**config.mk**
```make
export PLATFORM = sky130hd
export DESIGN_NAME = sync_fifo_reader
export DESIGN_NICKNAME = d
export VERILOG_FILES = /design/src/rtl/sync_fifo_reader.sv
export SDC_FILE = /design/constraint.sdc
export NUM_CORES = 1
export LEC_CHECK = 0
export CAP_MARGIN = 20
export CORE_MARGIN = 1.5
export CORE_UTILIZATION = 30
export CTS_BUF_LIST = sky130_fd_sc_hd__clkbuf_4
export CTS_CLUSTER_DIAMETER = 80
export DETAILED_ROUTE_END_ITERATION = 8
export GPL_TIMING_DRIVEN = 0
export SLEW_MARGIN = 15
export SYNTH_ARGS = -nofsm -noshare
export SYNTH_HDL_FRONTEND = slang
export SYNTH_SLANG_ARGS = --single-unit
```
**constraint.sdc**
```tcl
create_clock -name clk_i -period 6.3 [get_ports clk_i]
set_clock_uncertainty 0.15 [all_clocks]
set_input_delay 0.63 -clock clk_i [delete_from_list [all_inputs] [get_ports clk_i]]
set_output_delay 0.63 -clock clk_i [all_outputs]
set_load 0.01 [all_outputs]
```
**src/rtl/sync_fifo_reader.sv**
```systemverilog
// ============================================================================
// Module      : sync_fifo_reader
// Description : Drains a registered-read synchronous FIFO into a valid/ready
//               stream through a 2-entry head/skid output buffer.
// Revision    : 1.0 - initial release
// ============================================================================
`default_nettype none

module sync_fifo_reader #(
    parameter int DATA_WIDTH = 32
) (
    input  logic                  clk_i,
    input  logic                  rst_i,
    input  logic                  fifo_empty_i,
    input  logic [DATA_WIDTH-1:0] fifo_rd_data_i,
    output logic                  fifo_read_o,
    output logic                  valid_o,
    output logic [DATA_WIDTH-1:0] data_o,
    input  logic                  ready_i
);

    localparam logic [2:0] c_BUF_DEPTH = 3'd2;

    logic [1:0]            occ_q;
    logic [1:0]            occ_d;
    logic                  inflight_q;
    logic [DATA_WIDTH-1:0] head_q;
    logic [DATA_WIDTH-1:0] head_d;
    logic [DATA_WIDTH-1:0] skid_q;
    logic [DATA_WIDTH-1:0] skid_d;

    logic                  w_pop;
    logic [2:0]            w_level;
    logic                  w_tail_is_head;

    assign valid_o = (occ_q != 2'd0);
    assign data_o  = head_q;
    assign w_pop   = valid_o & ready_i;

    // Buffered words plus the word still in flight must never exceed the
    // two entries; a pop in this cycle frees one slot for a new read.
    assign w_level     = {1'b0, occ_q} + {2'b00, inflight_q};
    assign fifo_read_o = ~rst_i & ~fifo_empty_i & ((w_level < c_BUF_DEPTH) | w_pop);

    // The returning word lands in the head slot only if the head is (or is
    // about to become) free; otherwise it waits in the skid slot.
    assign w_tail_is_head = (occ_q == 2'd0) | ((occ_q == 2'd1) & w_pop);

    always_comb begin
        head_d = head_q;
        skid_d = skid_q;
        occ_d  = occ_q;

        if (w_pop) begin
            head_d = skid_q;
        end

        if (inflight_q) begin
            if (w_tail_is_head) begin
                head_d = fifo_rd_data_i;
            end else begin
                skid_d = fifo_rd_data_i;
            end
        end

        if (inflight_q && !w_pop) begin
            occ_d = occ_q + 2'd1;
        end else if (w_pop && !inflight_q) begin
            occ_d = occ_q - 2'd1;
        end
    end

    always_ff @(posedge clk_i or posedge rst_i) begin
        if (rst_i) begin
            occ_q      <= 2'd0;
            inflight_q <= 1'b0;
            head_q     <= '0;
            skid_q     <= '0;
        end else begin
            occ_q      <= occ_d;
            inflight_q <= fifo_read_o;
            head_q     <= head_d;
            skid_q     <= skid_d;
        end
    end

endmodule

`default_nettype wire

```
==> metrics.md <==
| Metric | Value |
|---|---|
| Worst Hold Class | `reg -> reg` |
| CP cell instances | `inv_1, ha_1, nand2b_4, buf_6, buf_12, a211oi_1, clkdlybuf4s50_1` |
| Nets | `312` |
| Ports | `70` |
| Power density over cell area | `499.6 mW/mm^2` |
| Wire length per cell | `14.60 um` |
| Post-CTS Hold Buffers | `0` |
| Net Count, Synth | `231` |
| PostCTS Resize Cnt | `0` |
| Synth cell types | `18` |
| Outcome | `finished clean` |
| 1st-pass router iterations | `4` |
| Number of diodes | `0` |
| Shortest period the worst path allows | `3.183 ns` |
| Crit Path Max Fanout | `10` |
| Post-synthesis xor/xnor area fraction | `0.5460%` |
| Layout area overhead | `32.92%` |
| Post-CTS setup repair buffer count | `0` |
| Required time of the worst setup path | `5.52 ns` |
| Critical path class | `reg -> out` |
| Slew HR | `78.61%` |
| Root Buffer | `clkbuf_4` |
| Sequential share of the synthesized area | `52.26%` |
| Synth Area per Inst | `16.71 um^2` |
| Synth Area in Simple Gates | `1.092%` |
| DP HPWL | `4.172 mm` |
| GP Congestion | `0.6854` |
| Adder-cell share of the synthesized area | `1.170%` |
| Clk Latency, worst-skew pair | `0.40 ns` |
| Worst R2R Setup Slack | `4.30 ns` |
| Grt total ovfl | `0` |
| Total GRT Usage | `11.67%` |
| Total Wirelength | `6.045 mm` |
| Initial antenna violation count | `0` |
| Clock Path Buffers | `2` |
| Share of cells above drive strength 1 | `44.60%` |
| Period utilization | `50.53%` |
| WP data arrival | `2.40 ns` |
| Total of warnings raised by yosys | `0` |
| Actual slew at the worst max-slew pin | `0.3209 ns` |
| PortBufs | `69` |
| Clock sink count | `67` |
| Reg clk slew, reported paths | `0.10 ns` |
| Synth Cell Area | `0.003208 mm^2` |
| Routed via count | `1796` |
| Pre-CTS WS | `3.152 ns` |
| DRT iter0 DRCs | `40` |
| Max-cap violations | `0` |
| Fmax achieved | `314.1 MHz` |
| Worst path slowest cell | `clkdlybuf4s50_1` |
| Die H | `106.4 um` |
| Flops & latches, synth | `67` |
| Initial Utilization | `30.94%` |
| Post-synthesis mux area share | `40.25%` |
| Post-Syn Instances | `192` |
| Peak supply drop | `153.0 uV` |
| Die Wd | `106.4 um` |
| Number of core rows | `37` |
| Vias in the first global route | `1925` |
| TritonCTS clock tree | `built` |
| Post-route ant nets | `0` |
| Leakage | `1.974 nW` |
| CP startpoint kind | `flop` |
| First-pass GRT wire length | `9.922 mm` |
| Post-synthesis compound-gate area fraction | `0.5460%` |
| Worst setup EP type | `output pin` |
| DRC viols | `0` |
| Worst Path Buf+Inv | `4` |
| Setup ws final | `3.117 ns` |
| Die ar. | `0.01132 mm^2` |
| Count of final setup violators | `0` |
| Slew Limit Fails | `0` |
| CTS H-tree depth | `3` |
| CTS buffer count | `9` |
| Post-DR vias/cell | `4.338` |
| Largest net degree at the start of global routing | `46` |
| Cell family with most CP delay | `buffers and inverters` |
| TNS Setup | `0 ns` |
| RSZ-0062 raised after global routing | `false` |
| Core box area | `0.01037 mm^2` |
| Slowest cell delay on critical path | `0.59 ns` |
| Count of final hold-check violations | `0` |
| Main combinational cell family by area after synthesis | `multiplexers` |
==> placed cells by master (no fill, tap or decap) <==
cell,Yosys,layout
a211oi_1,1,1
clkinv_2,0,1
nand2_1,4,4
buf_4,2,2
o21ai_0,1,1
xor2_1,1,1
buf_2,4,4
inv_1,4,3
nand2b_1,1,1
xnor2_1,1,1
dfrtp_1,67,67
buf_12,3,3
mux2_2,38,38
clkbuf_4,0,10
a21oi_1,1,1
buf_6,2,2
nand2b_4,1,1
clkinv_4,0,2
ha_1,3,3
buf_16,0,1
clkinvlp_4,0,1
mux2_4,56,56
clkdlybuf4s50_1,0,69
mux2_1,2,2
inv_4,0,1
bufinv_16,0,2
==> cells in the mapped netlist <==
library cell | instances | area (um^2)
inv_1 | 4 | 15.01
nand2b_4 | 1 | 13.76
xnor2_1 | 1 | 8.760
nand2_1 | 4 | 15.01
ha_1 | 3 | 37.54
buf_12 | 3 | 60.06
buf_2 | 4 | 20.02
mux2_1 | 2 | 22.52
a211oi_1 | 1 | 7.510
mux2_4 | 56 | 840.8
xor2_1 | 1 | 8.760
mux2_2 | 38 | 427.9
nand2b_1 | 1 | 6.260
o21ai_0 | 1 | 5.000
buf_4 | 2 | 15.01
dfrtp_1 | 67 | 1677
a21oi_1 | 1 | 5.000
buf_6 | 2 | 22.52
==> per-layer routing <==
layer,share of wire [%],GRT usage [%],vias up
li1,-,-,846
met1,48,16.41,898
met2,46,16.68,43
met3,4.1,3.004,9
met4,1.5,5.429,0
met5,0,0,-
==> power by group <==
| part | internal [W] | switching, W |
|---|---|---|
| Combinational | 0.000723 | 0.000313 |
| Clock | 0.000166 | 0.000162 |
| Sequential | 0.000651 | 0.000115 |
| Total | 0.00154 | 0.000591 |
==> layout make-up <==
| class | instances | area, um^2 |
|---|---|---|
| buffer | 11 | 117.6 |
| clock buffer | 10 | 75.07 |
| clock inverter | 6 | 90.09 |
| fill | 997 | 6106 |
| inverter | 4 | 17.52 |
| multi-input combinational | 110 | 1399 |
| sequential | 67 | 1677 |
| tap | 136 | 170.2 |
| timing repair buffer | 70 | 718.2 |
==> state kept, by name (all words and copies together), names as in the netlist <==
signal	flops
data_o	32
inflight_q	1
occ_q	2
skid_q	32
==> through the flow <==
| stage | hold slack, ns | std cells | power (W) | util (%) | instance area, um^2 |
|---|---|---|---|---|---|
| 6_report | 0.3514 | 414 | 0.002130 | 41.12 | 4264 |
| 3_3_place_gp | 0.3285 | 397 | 0.001799 | 39.24 | 4069 |
| 5_1_grt | 0.3870 | 414 | 0.002274 | 41.12 | 4264 |
| 3_5_place_dp | 0.3324 | 398 | 0.001828 | 39.53 | 4099 |
| 2_1_floorplan | 0.2998 | 192 | 0.001475 | - | 3208 |
| 4_1_cts | 0.3573 | 414 | 0.002167 | 41.12 | 4264 |
==> final timing paths <==
check,to,depth (start not counted),startpoint
max in group asynchronous,skid_q[28],3,rst_i
worst min register to register,occ_q[1],2,occ_q[1]
min in group asynchronous,data_o[10],2,rst_i
worst max register to register,data_o[8],7,occ_q[0]
worst min-delay path,occ_q[1],2,occ_q[1]
worst max-delay path,fifo_read_o,7,occ_q[0]
==> logic make-up (layout without fill, tap and decap cells) <==
group | after synthesis | count (layout)
mux | 96 | 96
flops | 67 | 67
buf+inv | 15 | 101
simple gates | 6 | 6
fa+ha+maj | 3 | 3
compound gates | 3 | 3
xor+xnor | 2 | 2
==> worst reg2reg max path: stages (launching register included) <==
cell	delay (ns)
dfrtp_1	0.43
inv_1	0.06
ha_1	0.23
a21oi_1	0.16
nand2b_1	0.12
buf_2	0.17
buf_4	0.26
mux2_4	0.33
Power figures use the tool's default switching activity.
